## src/rtl/ysyx_22050598_hazard_ctrl_pkg.sv

```systemverilog
// Shared encodings for the pipeline hazard controller: FSM states and stage indices.
package ysyx_22050598_hazard_ctrl_pkg;

    typedef enum logic {
        R_IDLE = 1'b0,
        R_PEND = 1'b1
    } redir_state_e;

    typedef enum logic {
        M_IDLE = 1'b0,
        M_BUSY = 1'b1
    } md_state_e;

    localparam int unsigned STG_IF = 0;
    localparam int unsigned STG_ID = 1;
    localparam int unsigned STG_EX = 2;

endpackage

```

## src/rtl/ysyx_22050598_sat_counter.sv

```systemverilog
// Saturating up-counter used for the hazard performance statistics.
module ysyx_22050598_sat_counter #(
    parameter int unsigned CNT_W = 32
) (
    input  logic             clk,
    input  logic             rst_n,
    input  logic             inc,
    output logic [CNT_W-1:0] count
);

    logic [CNT_W-1:0] cnt_q, cnt_d;

    always_comb begin
        cnt_d = cnt_q;
        if (inc && (cnt_q != {CNT_W{1'b1}})) begin
            cnt_d = cnt_q + CNT_W'(1);
        end
    end

    always_ff @(posedge clk or negedge rst_n) begin
        if (!rst_n) begin
            cnt_q <= '0;
        end else begin
            cnt_q <= cnt_d;
        end
    end

    assign count = cnt_q;

endmodule

```

## src/rtl/ysyx_22050598_hazard_ctrl.sv

```systemverilog
// Pipeline hazard controller: per-stage stall/flush masks, redirect handshake,
// mul/div issue sequencing and saturating stall/flush statistics.
module ysyx_22050598_hazard_ctrl
    import ysyx_22050598_hazard_ctrl_pkg::*;
#(
    parameter int unsigned NSTAGE = 5,
    parameter int unsigned EX_IDX = STG_EX,
    parameter int unsigned XLEN   = 64,
    parameter int unsigned CNT_W  = 32
) (
    input  logic              clk,
    input  logic              rst_n,
    input  logic              ex_br_valid,
    input  logic [XLEN-1:0]   ex_br_target,
    input  logic [XLEN-1:0]   id_pc,
    input  logic              trap_valid,
    input  logic [XLEN-1:0]   trap_target,
    input  logic              ifu_busy,
    input  logic              redirect_ready,
    input  logic              ex_is_muldiv,
    input  logic              muldiv_out_valid,
    input  logic              lsu_busy,
    input  logic              load_use,
    output logic [NSTAGE-1:0] stall,
    output logic [NSTAGE-1:0] flush,
    output logic              redirect_valid,
    output logic [XLEN-1:0]   redirect_pc,
    output logic              muldiv_start,
    output logic [CNT_W-1:0]  perf_stall_cycles,
    output logic [CNT_W-1:0]  perf_flush_count
);

    redir_state_e      r_state_q, r_state_d;
    md_state_e         m_state_q, m_state_d;
    logic [XLEN-1:0]   rpc_q, rpc_d;
    logic              mispred;
    logic              kill;
    logic              flush_evt;
    logic              start;
    logic              mul_stall;
    logic              full_stall;
    logic [NSTAGE-1:0] stall_raw, flush_raw;

    // A mispredict seen while a redirect is pending cannot be legal, so it is not acted on.
    assign mispred = ex_br_valid && (ex_br_target != id_pc);
    assign kill    = trap_valid || (mispred && (r_state_q == R_IDLE));

    always_comb begin
        r_state_d = r_state_q;
        rpc_d     = rpc_q;
        flush_evt = 1'b0;
        unique case (r_state_q)
            R_IDLE: begin
                if (trap_valid) begin
                    rpc_d     = trap_target;
                    r_state_d = R_PEND;
                    flush_evt = 1'b1;
                end else if (mispred) begin
                    rpc_d     = ex_br_target;
                    r_state_d = R_PEND;
                    flush_evt = 1'b1;
                end
            end
            R_PEND: begin
                if (trap_valid) begin
                    rpc_d     = trap_target;
                    flush_evt = 1'b1;
                end else if (redirect_ready) begin
                    r_state_d = R_IDLE;
                end
            end
        endcase
    end

    always_comb begin
        m_state_d = m_state_q;
        start     = 1'b0;
        mul_stall = 1'b0;
        unique case (m_state_q)
            M_IDLE: begin
                if (ex_is_muldiv && !kill) begin
                    start     = 1'b1;
                    m_state_d = M_BUSY;
                end
            end
            M_BUSY: begin
                if (trap_valid || muldiv_out_valid) begin
                    m_state_d = M_IDLE;
                end else begin
                    mul_stall = 1'b1;
                end
            end
        endcase
    end

    always_comb begin
        full_stall = mul_stall || lsu_busy || (ifu_busy && (r_state_q == R_IDLE));
        stall_raw  = '0;
        flush_raw  = '0;
        if (full_stall) begin
            stall_raw = '1;
        end else if (load_use) begin
            for (int unsigned i = 0; i < EX_IDX; i++) begin
                stall_raw[i] = 1'b1;
            end
            flush_raw[EX_IDX] = 1'b1;
        end
        for (int unsigned i = 1; i < NSTAGE; i++) begin
            if (trap_valid || (mispred && (r_state_q == R_IDLE) && (i <= EX_IDX))) begin
                flush_raw[i] = 1'b1;
            end
        end
        // Hold the PC and discard whatever the IFU returns until the redirect is taken.
        if (r_state_q == R_PEND) begin
            stall_raw[0] = 1'b1;
            flush_raw[1] = 1'b1;
        end
        flush_raw[0] = 1'b0;
    end

    // Flush beats stall on every stage except the PC, which has no flush.
    assign stall          = rst_n ? (stall_raw & ~{flush_raw[NSTAGE-1:1], 1'b0}) : '0;
    assign flush          = rst_n ? flush_raw : '0;
    assign muldiv_start   = rst_n && start;
    assign redirect_valid = (r_state_q == R_PEND);
    assign redirect_pc    = rpc_q;

    always_ff @(posedge clk or negedge rst_n) begin
        if (!rst_n) begin
            r_state_q <= R_IDLE;
            m_state_q <= M_IDLE;
            rpc_q     <= '0;
        end else begin
            r_state_q <= r_state_d;
            m_state_q <= m_state_d;
            rpc_q     <= rpc_d;
        end
    end

    ysyx_22050598_sat_counter #(
        .CNT_W(CNT_W)
    ) u_stall_cnt (
        .clk  (clk),
        .rst_n(rst_n),
        .inc  (|stall),
        .count(perf_stall_cycles)
    );

    ysyx_22050598_sat_counter #(
        .CNT_W(CNT_W)
    ) u_flush_cnt (
        .clk  (clk),
        .rst_n(rst_n),
        .inc  (flush_evt),
        .count(perf_flush_count)
    );

endmodule

```

## config.mk

```make
export PLATFORM = sky130hd
export DESIGN_NAME = ysyx_22050598_hazard_ctrl
export DESIGN_NICKNAME = d
export VERILOG_FILES = /design/src/rtl/ysyx_22050598_hazard_ctrl_pkg.sv /design/src/rtl/ysyx_22050598_sat_counter.sv /design/src/rtl/ysyx_22050598_hazard_ctrl.sv
export SDC_FILE = /design/constraint.sdc
export NUM_CORES = 1
export LEC_CHECK = 0
export CAP_MARGIN = 20
export CORE_UTILIZATION = 37
export CTS_CLUSTER_DIAMETER = 50
export DETAILED_ROUTE_END_ITERATION = 6
export PLACE_DENSITY = 0.83
export RECOVER_POWER = 25
export SYNTH_ARGS = -nofsm -noshare
export SYNTH_HDL_FRONTEND = slang
export SYNTH_SLANG_ARGS = --single-unit
```

## constraint.sdc

```tcl
create_clock -name clk -period 1.8 [get_ports clk]
set_input_delay 0.18 -clock clk [delete_from_list [all_inputs] [get_ports clk]]
set_output_delay 0.18 -clock clk [all_outputs]
set_load 0.1 [all_outputs]
```

Yosys cells after proc, flatten, opt, wreduce, memory -nomap -nowiden
Cells that the tools add are included.
{"block": "word_totals", "reg_bits": 130, "output_inout_bits": 140, "in_bits": 202, "word_cells": 57}
{"block": "classes", "muxes": 27, "n_eq_ne": 5, "n_reduce_logical": 14, "add_sub_neg": 2, "bitwise_logic": 4}
{"op": "two-way mux 64 bit", "count": 3}
{"op": "one-hot mux 64 bit (2 select lines)", "count": 1}
{"op": "adder 32 x 1 -> 32 bit, second input constant", "count": 2}
{"op": "!= test 32 bit, second input constant", "count": 2}
{"op": "!= test 64 bit", "count": 1}
{"op": "two-way mux 1 bit", "count": 15}
{"op": "two-way mux 5 bit", "count": 2}
{"op": "logical AND 1 bit", "count": 7}
{"op": "one-hot mux 1 bit (2 select lines)", "count": 3}
{"op": "AND 5 bit", "count": 1}
{"op": "NOT 5 bit", "count": 1}
{"op": "OR reduction 5 bit", "count": 1}
{"op": "logical OR 1 bit", "count": 4}
{"op": "two-way mux 2 bit", "count": 2}
{"op": "two-way mux 3 bit", "count": 1}
{"op": "!= test 3 bit, second input constant", "count": 1}
{"op": "!= test 2 bit, second input constant", "count": 1}
{"op": "NOT 1 bit", "count": 2}
{"op": "AND reduction 2 bit", "count": 1}
{"op": "logical NOT 1 bit", "count": 1}

Logic depth before layout (Yosys ltp)
{"block": "logic_depth", "depth_word": 12, "depth_mapped": 10, "ltp_nobuf": 8}

Modules after synthesis
A second synthesis with hierarchy kept.
{"block": "hier_totals", "hier_cells": 720, "area_unflattened_um2": 7591.0}
{"mod": "ysyx_22050598_hazard_ctrl", "area_per_inst_um2": 4342.9, "seq_area_each_um2": 1651.6, "cells_per_inst": 418, "n_inst": 1}
{"mod": "ysyx_22050598_sat_counter", "area_per_inst_um2": 1624.1, "seq_area_each_um2": 800.8, "cells_per_inst": 151, "n_inst": 2}

Least setup slack after synthesis
OpenSTA, ideal clock, no wires.
{"block": "synth_timing", "path_kind": "register -> output", "startpoint": "reg r_state_q, in the netlist redirect_valid", "endpoint": "out stall[1]", "t_arrival_ns": 3.123, "n_path_buf": 2, "path_stages_with_launch": 6, "setup_slack_ns": -1.503, "required_ns": 1.620, "cell_sequence": "dfrtp_1 nor2_1 buf_2 buf_1 nand2_1 nor2_1"}
{"block": "synth_between", "elab_chain_cells": 8}
{"element": "from (decl)", "line": "ysyx_22050598_hazard_ctrl.sv:33", "source": "redir_state_e r_state_q, r_state_d;"}
{"element": "from (signal assigned)", "line": "ysyx_22050598_hazard_ctrl.sv:134", "source": "r_state_q <= r_state_d;"}
{"element": "NOT 1 bit"}
{"element": "logical AND 1 bit"}
{"element": "logical OR 1 bit", "line": "ysyx_22050598_hazard_ctrl.sv:109", "source": "if (trap_valid || (mispred && (r_state_q == R_IDLE) && (i <= EX_IDX))) begin"}
{"element": "two-way mux 1 bit", "line": "ysyx_22050598_hazard_ctrl.sv:109"}
{"element": "two-way mux 1 bit", "line": "ysyx_22050598_hazard_ctrl.sv:114", "source": "if (r_state_q == R_PEND) begin"}
{"element": "NOT 5 bit", "line": "ysyx_22050598_hazard_ctrl.sv:122", "source": "assign stall = rst_n ? (stall_raw & ~{flush_raw[NSTAGE-1:1], 1'b0}) : '0;"}
{"element": "AND 5 bit *", "line": "ysyx_22050598_hazard_ctrl.sv:122"}
{"element": "two-way mux 5 bit *", "line": "ysyx_22050598_hazard_ctrl.sv:122"}
{"element": "to (decl)", "line": "ysyx_22050598_hazard_ctrl.sv:24", "source": "output logic [NSTAGE-1:0] stall,"}
Every way passes the cells marked *; elsewhere a longest branch is shown, timed or not.

Worst setup path in the final report
{"block": "layout_timing", "startpoint": "in ex_br_target[15]", "endpoint": "out stall[2]"}
{"block": "layout_between", "elab_chain_cells": 8}
{"element": "from (decl)", "line": "ysyx_22050598_hazard_ctrl.sv:14", "source": "input logic [XLEN-1:0] ex_br_target,"}
{"element": "!= test 64 bit", "line": "ysyx_22050598_hazard_ctrl.sv:45", "source": "assign mispred = ex_br_valid && (ex_br_target != id_pc);"}
{"element": "logical AND 1 bit", "line": "ysyx_22050598_hazard_ctrl.sv:45"}
{"element": "logical AND 1 bit"}
{"element": "logical OR 1 bit", "line": "ysyx_22050598_hazard_ctrl.sv:109"}
{"element": "two-way mux 1 bit", "line": "ysyx_22050598_hazard_ctrl.sv:109"}
{"element": "NOT 5 bit", "line": "ysyx_22050598_hazard_ctrl.sv:122"}
{"element": "AND 5 bit", "line": "ysyx_22050598_hazard_ctrl.sv:122"}
{"element": "two-way mux 5 bit", "line": "ysyx_22050598_hazard_ctrl.sv:122"}
No other way between the ends.

==> impl_results.md <==
- Clock Sinks: 130
- Clock latency on the worst-skew pair: 410 ps
- CTS max path bufs: 2
- Post-synth EDFFs: 0
- Via density: 5.11
- Largest net degree at the start of global routing: 108
- Register bit total from synthesis: 130
- Share of cells above drive strength 1: 0.535
- Fin nets: 1379
- Area contributors post-synth: dfrtp_1 47%, xnor2_1 11%, mux2i_1 9.3%
- Clock root cell: clkbuf_16
- First-pass GRT wire length: 42.8 mm
- Post-route ant nets: 0
- Hold/Removal Path Class: in2reg
- Remaining DRCs: 34
- Final Routed Wirelength: 28.3 mm
- HPWL after detailed placement: 20.0 mm
- Peak VDD IR: 836 uV
- Final Setup Violations: 125
- Arrival @ worst endpoint: 2060 ps
- Die width: 138 um
- Core Box Area: 18100 um2
- Kind of critical path: in2out
- Starting density of the core: 0.380
- Initial antenna violation count: 2
- CTS Buf Count: 17
- Async S/R FF share, synth: 1.00
- Startpoint Class: primary input
- GRT overflow: 0
- Clock transition at path regs: 60 ps
- Reg2Reg Launch Point: redirect_valid$_DFF_PN0_
- Status: complete, but fails checks
- Fin crit share: 1.24
- TritonRoute pass-1 iters: 7
- PortBufs: 340
- IO Pins: 342
- Max Clk Rate: 447 MHz
- Top-count cell post-synth: dfrtp_1
- Clk_skew: 9.57 ps
- Vias in the first global route: 7574
- Initial DRC count: 434
- Mapped Area: 6870 um2
- CTS H-Tree Depth: 4
- Top cells by count, synth: 130 x dfrtp_1, 92 x nand2_1, 89 x xnor2_1, 64 x mux2i_1, 35 x xor2_1
- Critical path required time: 1620 ps
- Post-synth top area cell: dfrtp_1
- Mean post-synth cell area: 10.1 um2
- Hold_sp: ex_br_target[20]
- Critical path fanouts, max: 3
- RSZ-0062 raised after global routing: true
- LEAKAGE: 5.95 nW
- Area Overhead vs Synth: 92.6%
- Worst-margin pin slew: 626 ps
- Die H: 138 um
- Distinct cells, synth: 42
- Hold Vio Cnt, Final: 0
- # placed instances: 1349
- Final WS setup: -438 ps
- Routed vias: 7240
- Total GRT Usage: 0.294
- YS warnings: 0
- CTS tree: done
- Max-cap violation count: 0
- Final worst path period need: 2240 ps
- Antenna cells: 0
- Failing checks: design-rule violations, negative setup slack
- Post-Synthesis Cells: 680
- GP Congestion: 0.896
- Row cnt: 49
- Die area: 19100 um2
- Crit path capture type: primary output
- Non-Filler Instances: 1417
- Yosys top cell area share: 0.473
- Setup slack at placement: -1280 ps
- Main synth FF type: dfrtp_1
- Pwr per Cell Area: 1060 nW/um2
- Slew headroom: 0.583
- Sequential area share after synthesis: 0.473
- Slew Limit Fails: 0
- Syn_nets: 884
- CP startpoint: ex_br_target[15]
- WL/cell: 20.0 um
==> worst max-delay path, stage by stage <==
cell	delay (ps)
buf_2	180
xnor2_2	130
nand4_1	200
nor4_4	390
nand4_1	150
buf_6	160
a31oi_4	180
buf_6	140
and3_4	180
buf_12	170
==> what timing repair did <==
| item | CTS | global route |
|---|---|---|
| resized for setup | 501 | 70 |
| gates cloned | 11 | 4 |
| endpoints found under the hold margin | 23 | 0 |
| endpoints found under the setup margin | 128 | 134 |
| pin swaps | 91 | 39 |
| hold buffers | 1 | 0 |
| setup buffers | 12 | 14 |
==> registers in the layout (all words and copies together) (netlist names) <==
register,count
redirect_valid,1
u_stall_cnt.count,32
m_state_q,1
redirect_pc,64
u_flush_cnt.count,32
==> path summary, 6_finish.rpt <==
kind	end	cells past startpoint	slack, ps
worst min register to register	redirect_pc[6]$_DFFE_PN0P_	2	480
min in group asynchronous	u_stall_cnt.count[13]$_DFFE_PN0P_	2	210
worst min-delay path	redirect_pc[20]$_DFFE_PN0P_	3	90
worst max register to register	u_flush_cnt.count[22]$_DFFE_PN0P_	11	-340
max in group asynchronous	u_stall_cnt.count[24]$_DFFE_PN0P_	3	670
worst max-delay path	stall[2]	10	-440
==> layer usage <==
layer	global-route usage	wire length [um]
met1	0.348	11000
met2	0.501	14100
met3	0.0959	2350
met4	0.105	822
met5	0	26
==> report_power, final <==
group / leakage [nW] / switching [W] / internal, W / total, W
Sequential: 1.51 / 0.000297 / 0.00345 / 0.00375
Clock: 0.297 / 0.00137 / 0.00226 / 0.00363
Combinational: 4.14 / 0.00454 / 0.00207 / 0.00661
Total: 5.95 / 0.00621 / 0.00778 / 0.0140
==> area by class of cell <==
class	instances	area, um2
fillers	1205	4850
repair buffers	508	4670
multi-input cells	509	4240
flip-flops and latches	130	3400
clock buffers	20	457
well taps	229	287
clock inverters	12	155
inverters	9	36.3
==> cells by family after synthesis <==
family | share of synthesized area
xor gates and xnor gates | 0.158
adders and majority gates | 0.00364
buffers and inverters | 0.0317
muxes | 0.0981
and+or+nand+nor | 0.179
DFF | 0.473
other | 0.000546
AOI/OAI and AO/OA | 0.0555
==> cell usage in the layout (no fill, tap or decap), types with 20 or more instances in the layout <==
cell / n
dfrtp_2: 39
mux2i_1: 64
o21ai_0: 26
nand2_1: 85
clkdlybuf4s15_1: 21
xnor2_1: 41
buf_2: 77
dfrtp_1: 65
o21ai_1: 36
xnor2_2: 48
buf_6: 20
clkdlybuf4s50_1: 72
dfrtp_4: 26
buf_4: 247
clkbuf_16: 21
buf_12: 24
nand4_1: 31
xor2_1: 35
==> per-stage QoR <==
step           setup TNS, ps   util  hold slack (ps)  power, W  area (um2)
2_1_floorplan         -11480      -             -116   0.00787        7390
3_3_place_gp         -124290  0.650             36.6   0.00990       11800
3_5_place_dp         -126680  0.650             38.2   0.00998       11800
4_1_cts               -26440  0.714             88.0    0.0138       12900
5_1_grt               -45440  0.732              100    0.0145       13200
6_report              -37220  0.732             94.4    0.0140       13200
Note: power is estimated with default switching activity, not from simulation.
